==> src/rtl/aes_key_sched_ctrl_if.sv <==
// rtl/aes_key_sched_ctrl_if.sv - key-schedule controller bus: command, round_key_tf link, read port
interface aes_key_sched_ctrl_if;
    logic         start_i;
    logic [127:0] key_i;
    logic         key_clear_i;
    logic         ready_o;
    logic         done_o;
    logic         keys_valid_o;
    logic         tf_start_o;
    logic [127:0] tf_key_o;
    logic [3:0]   tf_round_o;
    logic [127:0] tf_key_i;
    logic         tf_done_i;
    logic         rd_en_i;
    logic [3:0]   rd_idx_i;
    logic [127:0] rd_key_o;
    logic         rd_valid_o;
    logic         rd_err_o;

    modport slave (
        input  start_i, key_i, key_clear_i, tf_key_i, tf_done_i, rd_en_i, rd_idx_i,
        output ready_o, done_o, keys_valid_o, tf_start_o, tf_key_o, tf_round_o,
               rd_key_o, rd_valid_o, rd_err_o
    );

    modport master (
        output start_i, key_i, key_clear_i, tf_key_i, tf_done_i, rd_en_i, rd_idx_i,
        input  ready_o, done_o, keys_valid_o, tf_start_o, tf_key_o, tf_round_o,
               rd_key_o, rd_valid_o, rd_err_o
    );
endinterface

==> src/rtl/aes_key_sched_ctrl.sv <==
// rtl/aes_key_sched_ctrl.sv - drives round_key_tf NR times and serves the round-key bank
module aes_key_sched_ctrl #(
    parameter int NR      = 10,
    parameter bit ZEROIZE = 1'b1
) (
    input  logic                  clk,
    input  logic                  rst_n,
    aes_key_sched_ctrl_if.slave   bus
);
    typedef enum logic [1:0] {
        IDLE  = 2'd0,
        ISSUE = 2'd1,
        WAIT  = 2'd2
    } state_t;

    localparam logic [3:0] LAST_ROUND = 4'(NR - 1);
    localparam logic [3:0] LAST_SLOT  = 4'(NR);

    state_t        state_q, state_d;
    logic [3:0]    round_q, round_d;
    logic [127:0]  tf_key_q, tf_key_d;
    logic          keys_valid_q, keys_valid_d;
    logic          done_q, done_d;
    logic          tf_start_q, tf_start_d;

    logic [127:0]  rd_key_q;
    logic          rd_valid_q;
    logic          rd_err_q;

    logic [127:0]  bank_q [0:NR];
    logic          bank_we;
    logic [3:0]    bank_widx;
    logic [127:0]  bank_wdata;
    logic          rd_legal;

    // Pulses are registered off the next state so they line up exactly with ISSUE / the IDLE return.
    always_comb begin
        state_d      = state_q;
        round_d      = round_q;
        tf_key_d     = tf_key_q;
        keys_valid_d = keys_valid_q;
        done_d       = 1'b0;
        tf_start_d   = 1'b0;
        bank_we      = 1'b0;
        bank_widx    = 4'd0;
        bank_wdata   = '0;

        if (bus.key_clear_i) begin
            state_d      = IDLE;
            round_d      = 4'd0;
            keys_valid_d = 1'b0;
            if (ZEROIZE) begin
                tf_key_d = '0;
            end
        end else begin
            case (state_q)
                IDLE: begin
                    if (bus.start_i) begin
                        bank_we      = 1'b1;
                        bank_widx    = 4'd0;
                        bank_wdata   = bus.key_i;
                        tf_key_d     = bus.key_i;
                        round_d      = 4'd0;
                        keys_valid_d = 1'b0;
                        tf_start_d   = 1'b1;
                        state_d      = ISSUE;
                    end
                end
                ISSUE: begin
                    state_d = WAIT;
                end
                WAIT: begin
                    if (bus.tf_done_i) begin
                        bank_we    = 1'b1;
                        bank_widx  = round_q + 4'd1;
                        bank_wdata = bus.tf_key_i;
                        tf_key_d   = bus.tf_key_i;
                        if (round_q == LAST_ROUND) begin
                            keys_valid_d = 1'b1;
                            done_d       = 1'b1;
                            state_d      = IDLE;
                        end else begin
                            round_d    = round_q + 4'd1;
                            tf_start_d = 1'b1;
                            state_d    = ISSUE;
                        end
                    end
                end
                default: begin
                    state_d = IDLE;
                    round_d = 4'd0;
                end
            endcase
        end
    end

    always_ff @(posedge clk or negedge rst_n) begin
        if (!rst_n) begin
            state_q      <= IDLE;
            round_q      <= 4'd0;
            tf_key_q     <= '0;
            keys_valid_q <= 1'b0;
            done_q       <= 1'b0;
            tf_start_q   <= 1'b0;
        end else begin
            state_q      <= state_d;
            round_q      <= round_d;
            tf_key_q     <= tf_key_d;
            keys_valid_q <= keys_valid_d;
            done_q       <= done_d;
            tf_start_q   <= tf_start_d;
        end
    end

    // Key storage is deliberately left out of reset; only an explicit clear wipes it.
    always_ff @(posedge clk) begin
        if (bus.key_clear_i && ZEROIZE) begin
            for (int i = 0; i <= NR; i++) begin
                bank_q[i] <= '0;
            end
        end else if (bank_we) begin
            bank_q[bank_widx] <= bank_wdata;
        end
    end

    assign rd_legal = (bus.rd_idx_i <= LAST_SLOT) && keys_valid_q;

    always_ff @(posedge clk or negedge rst_n) begin
        if (!rst_n) begin
            rd_key_q   <= '0;
            rd_valid_q <= 1'b0;
            rd_err_q   <= 1'b0;
        end else begin
            rd_valid_q <= bus.rd_en_i;
            if (bus.rd_en_i) begin
                if (rd_legal) begin
                    rd_key_q <= bank_q[bus.rd_idx_i];
                    rd_err_q <= 1'b0;
                end else begin
                    rd_key_q <= '0;
                    rd_err_q <= 1'b1;
                end
            end else begin
                rd_err_q <= 1'b0;
            end
        end
    end

    assign bus.ready_o      = (state_q == IDLE);
    assign bus.done_o       = done_q;
    assign bus.keys_valid_o = keys_valid_q;
    assign bus.tf_start_o   = tf_start_q;
    assign bus.tf_key_o     = tf_key_q;
    assign bus.tf_round_o   = round_q;
    assign bus.rd_key_o     = rd_key_q;
    assign bus.rd_valid_o   = rd_valid_q;
    assign bus.rd_err_o     = rd_err_q;
endmodule

==> src/flat_wrapper.sv <==
// flat-port wrapper written by rule: the top's interface ports become plain ports
module aes_key_sched_ctrl_flat 
#(
    parameter int NR      = 10,
    parameter bit ZEROIZE = 1'b1
)
  (clk, rst_n, bus_start_i, bus_key_i, bus_key_clear_i, bus_tf_key_i, bus_tf_done_i, bus_rd_en_i, bus_rd_idx_i, bus_ready_o, bus_done_o, bus_keys_valid_o, bus_tf_start_o, bus_tf_key_o, bus_tf_round_o, bus_rd_key_o, bus_rd_valid_o, bus_rd_err_o);
  aes_key_sched_ctrl_if bus_i ();
  input  logic clk;
  input  logic rst_n;
  input wire logic [$bits(bus_i.start_i)-1:0] bus_start_i;
  input wire logic [$bits(bus_i.key_i)-1:0] bus_key_i;
  input wire logic [$bits(bus_i.key_clear_i)-1:0] bus_key_clear_i;
  input wire logic [$bits(bus_i.tf_key_i)-1:0] bus_tf_key_i;
  input wire logic [$bits(bus_i.tf_done_i)-1:0] bus_tf_done_i;
  input wire logic [$bits(bus_i.rd_en_i)-1:0] bus_rd_en_i;
  input wire logic [$bits(bus_i.rd_idx_i)-1:0] bus_rd_idx_i;
  output wire logic [$bits(bus_i.ready_o)-1:0] bus_ready_o;
  output wire logic [$bits(bus_i.done_o)-1:0] bus_done_o;
  output wire logic [$bits(bus_i.keys_valid_o)-1:0] bus_keys_valid_o;
  output wire logic [$bits(bus_i.tf_start_o)-1:0] bus_tf_start_o;
  output wire logic [$bits(bus_i.tf_key_o)-1:0] bus_tf_key_o;
  output wire logic [$bits(bus_i.tf_round_o)-1:0] bus_tf_round_o;
  output wire logic [$bits(bus_i.rd_key_o)-1:0] bus_rd_key_o;
  output wire logic [$bits(bus_i.rd_valid_o)-1:0] bus_rd_valid_o;
  output wire logic [$bits(bus_i.rd_err_o)-1:0] bus_rd_err_o;
  assign bus_i.start_i = bus_start_i;
  assign bus_i.key_i = bus_key_i;
  assign bus_i.key_clear_i = bus_key_clear_i;
  assign bus_i.tf_key_i = bus_tf_key_i;
  assign bus_i.tf_done_i = bus_tf_done_i;
  assign bus_i.rd_en_i = bus_rd_en_i;
  assign bus_i.rd_idx_i = bus_rd_idx_i;
  assign bus_ready_o = bus_i.ready_o;
  assign bus_done_o = bus_i.done_o;
  assign bus_keys_valid_o = bus_i.keys_valid_o;
  assign bus_tf_start_o = bus_i.tf_start_o;
  assign bus_tf_key_o = bus_i.tf_key_o;
  assign bus_tf_round_o = bus_i.tf_round_o;
  assign bus_rd_key_o = bus_i.rd_key_o;
  assign bus_rd_valid_o = bus_i.rd_valid_o;
  assign bus_rd_err_o = bus_i.rd_err_o;
  aes_key_sched_ctrl #(.NR(NR), .ZEROIZE(ZEROIZE)) u_core (.clk(clk), .rst_n(rst_n), .bus(bus_i));
endmodule
==> config.mk <==
export PLATFORM = sky130hd
export DESIGN_NAME = aes_key_sched_ctrl_flat
export DESIGN_NICKNAME = d
export VERILOG_FILES = /design/src/rtl/aes_key_sched_ctrl_if.sv /design/src/rtl/aes_key_sched_ctrl.sv /design/src/flat_wrapper.sv
export SDC_FILE = /design/constraint.sdc
export NUM_CORES = 2
export LEC_CHECK = 0
export BUFFER_PORTS_ARGS = -buffer_cell sky130_fd_sc_hd__buf_2
export CAP_MARGIN = 30
export CELL_PAD_IN_SITES_DETAIL_PLACEMENT = 1
export CELL_PAD_IN_SITES_GLOBAL_PLACEMENT = 1
export CORE_MARGIN = 5
export CORE_UTILIZATION = 52
export CTS_BUF_LIST = sky130_fd_sc_hd__clkbuf_2 sky130_fd_sc_hd__clkbuf_4 sky130_fd_sc_hd__clkbuf_8
export DETAILED_ROUTE_END_ITERATION = 10
export PLACE_DENSITY_LB_ADDON = 0.12
export REMOVE_ABC_BUFFERS = 1
export SLEW_MARGIN = 0
export SYNTH_ARGS = -nofsm -noshare
export SYNTH_HDL_FRONTEND = slang
export SYNTH_SLANG_ARGS = --single-unit
==> constraint.sdc <==
create_clock -name clk -period 13.65 [get_ports clk]
set_input_delay 1.365 -clock clk [delete_from_list [all_inputs] [get_ports clk]]
set_output_delay 1.365 -clock clk [all_outputs]
set_load 0.01 [all_outputs]
==> qor.txt <==
CP Buf/Inv Count -> 2
Final setup fails -> 0
CTS tree -> yes
Worst-path maximum fanout -> 39
R2R setup slack -> 9.08 ns
Clock power frac -> 41.3%
Iteration-0 DRC count of the detailed router -> 4276
Main synth FF type -> edfxtp_1
Starting Density -> 52.27%
CTS sink cnt -> 1803
Total gr overflow -> 0
Total setup buffers inserted after CTS -> 0
Nets -> 6048
Syn Area/Cell -> 14.58 um^2
Layout fillers -> 13880
Fin Setup TNS -> 0 ns
Post-synth EDFFs -> 1408
Layout cells sized above 1 -> 27.72%
Max-Cap Viols -> 0
Post-synthesis cell type count -> 51
Critical path class -> reg2reg
Final ANT Viol Nets -> 0
Wire per inst -> 29.34 um
Via count -> 48330
Biggest cell delay along the critical path -> 0.81 ns
1st-pass router iterations -> 7
R2R Path Start -> u_core.state_q[1]$_DFFE_PN0P_
I/O pins -> 532
Initial antenna violation count -> 3
Crit path arrival time -> 5.17 ns
Vias in the first global route -> 52680
Worst path most repeated cell -> buf_4
H-tree depth -> 5
Time the worst path needs with I/O delays and setup -> 4.573 ns
Seq. cell area -> 51520 um^2
Post-synthesis async set-or-reset flop share -> 14.81%
Final Worst Setup Slack -> 9.077 ns
Most common cell after layout, fill and taps aside -> edfxtp_1
Total power -> 11940 uW
Critical Path Stages -> 6
Root Driver -> clkbuf_8
Comb pwr share -> 6.8%
Worst-skew pair later-pin latency -> 1.01 ns
Fin Clk Skew -> 0.04982 ns
Sequential Power Share -> 51.9%
Setup WS pre-CTS -> 8.129 ns
First-pass GRT wire length -> 342500 um
Synth Cell Area -> 76000 um^2
Rows -> 140
Family with the most delay on the worst path -> buffers and inverters
Area of the core -> 145400 um^2
Most frequent cells in the layout -> edfxtp_1 (1408), nor2_1 (1030), buf_2 (526), nand2_1 (512), mux4_2 (384)
Die width -> 392.3 um
PortBufs -> 531
Clk slew on worst S/H paths -> 0.06 ns
Crit-path slowest cell -> buf_4
Maximum buffer depth of the clock tree -> 4
Post-CTS sizing -> 0
Worst-Margin Slew -> 1.078 ns
Status -> completed
Hold_ws -> 0.3613 ns
Switching pwr -> 2792 uW
Die Span Y -> 392.3 um
Syn. warnings -> 0
Worst Reg-to-Reg Cells -> 6
Total CTS buffers -> 314
Net Sw Frac -> 23.37%
Synth Register Bits -> 1803
Max Clock Freq -> 218.7 MHz
CP cell instances -> mux2i_1 > or3_4 > o21ai_0 > nor2_4 > buf_4 > buf_4
Period utilization -> 33.50%
Unrepaired setup endpoints after global routing -> false
Critical path required time -> 14.25 ns
R2r endpoint -> u_core.bank_q[11][75]$_DFFE_PP_
Power Dens Cells -> 137.8 nW/um^2
Cts hold-fix bufs -> 0
Synth Instances -> 5213
Int Power -> 9152 uW
Leak -> 0.03472 uW
Via-to-Cell Ratio -> 6.091
Worst Setup SP -> u_core.state_q[1]$_DFFE_PN0P_
CP endpoint kind -> flip-flop
Startpoint Class -> flip-flop
DRC -> 0
Slew Viols, Final -> 0
DIE AREA -> 153900 um^2
Register area share after synthesis -> 67.79%
Final hold vios -> 0
GP Congestion -> 0.7428
Dpl hpwl -> 124600 um
Hold crit path type -> in2async
Worst Setup EP -> u_core.bank_q[11][75]$_DFFE_PP_
Relative slew slack -> 28.15%
Largest net degree at the start of global routing -> 130
Area growth from synthesis to layout -> 14.03%
Worst vdd ir -> 0.00008835 V
Area of the multi-input gates -> 22250 um^2
Final WL -> 232800 um
Total GRT Usage -> 30.34%
-- worst min path at each step --
stage                                   startpoint                              endpoint  cells after the start
2_1_floorplan    u_core.bank_q[10][0]$_SDFFE_PP0P_     u_core.bank_q[10][0]$_SDFFE_PP0P_                      2
4_1_cts                                      rst_n  u_core.bus.tf_key_o[103]$_DFFE_PN0P_                      1
3_3_place_gp   u_core.bank_q[10][113]$_SDFFE_PP0P_   u_core.bank_q[10][113]$_SDFFE_PP0P_                      2
3_5_place_dp   u_core.bank_q[10][101]$_SDFFE_PP0P_   u_core.bank_q[10][101]$_SDFFE_PP0P_                      2
6_report                                     rst_n  u_core.bus.tf_key_o[103]$_DFFE_PN0P_                      1
5_1_grt                                      rst_n  u_core.bus.tf_key_o[103]$_DFFE_PN0P_                      1
-- per-stage QoR --
step,utilization (%),instances,area (um^2)
floorplan,-,4835,74060
detailed placement,55.28,7376,80370
CTS,59.52,7929,86540
global placement,55.19,7371,80240
finish,59.61,7935,86660
global route,59.61,7935,86660
-- cell usage after synthesis (2+ instances only) --
cell type,number,area [um^2]
ha_1,2,25.02
inv_2,8,30.03
buf_2,143,715.7
xnor2_1,2,17.52
nand3_1,5,25.02
nand4_1,2,12.51
nand3b_4,2,40.04
mux4_2,384,8648
buf_4,28,210.2
edfxtp_1,1408,42280
clkbuf_1,158,593.1
nor2_1,1032,3874
nand2b_1,2,12.51
dfxtp_1,128,2562
a21oi_1,138,690.7
nand2_1,518,1944
a21o_1,2,15.01
mux2i_1,257,2572
nor2b_1,130,813.3
buf_6,28,315.3
a22oi_2,80,1001
buf_1,18,67.56
inv_1,124,465.5
dfrtp_1,267,6681
a22oi_1,19,142.6
o21ai_0,140,700.7
a22oi_4,28,595.6
nand3b_1,5,37.54
buf_8,2,30.03
nor3_1,132,660.6
-- sequential cells by signal (all words and copies together) (netlist names) --
name,count
u_core.bank_q,1536
u_core.bus.done_o,1
u_core.bus.keys_valid_o,1
u_core.bus.rd_err_o,1
u_core.bus.rd_key_o,128
u_core.bus.rd_valid_o,1
u_core.bus.tf_key_o,128
u_core.bus.tf_round_o,4
u_core.bus.tf_start_o,1
u_core.state_q,2
-- power by group through the flow --
stage                     clock [uW]  combinational, uW  sequential [uW]
after floorplan                    0                401             6350
after global placement             0                799             6290
after detailed placement           0                819             6310
after CTS                       5010                822             6200
final                           4930                817             6200
after global routing            5290                868             6210
-- per-layer routing --
| layer | global-route usage (%) | wire length (um) |
|---|---|---|
| met5 | 0 | 0 |
| met4 | 8.298 | 5333 |
| met1 | 40.68 | 92430 |
| met3 | 6.470 | 19650 |
| met2 | 50.81 | 115400 |
-- final cells by class --
cell class	count	area share, %
antenna	1	0.002888
clock buffer	486	6.715
clock inverter	67	0.4057
inverter	132	0.5775
multi-input combinational	2900	25.68
sequential	1803	59.45
tap	1917	2.768
timing repair buffer	629	4.399
-- logic make-up after synthesis --
family                   count (synthesis)  synth area share (%)
AND/OR/NAND/NOR                       1838                 9.911
flip-flops                            1803                 67.79
multiplexers                           641                 14.76
buffers and inverters                  510                 3.200
AO/OA/AOI/OAI                          415                 4.226
XOR/XNOR                                 4               0.07080
adder cells (fa/ha/maj)                  2               0.03292
Power figures use the tool's default switching activity.
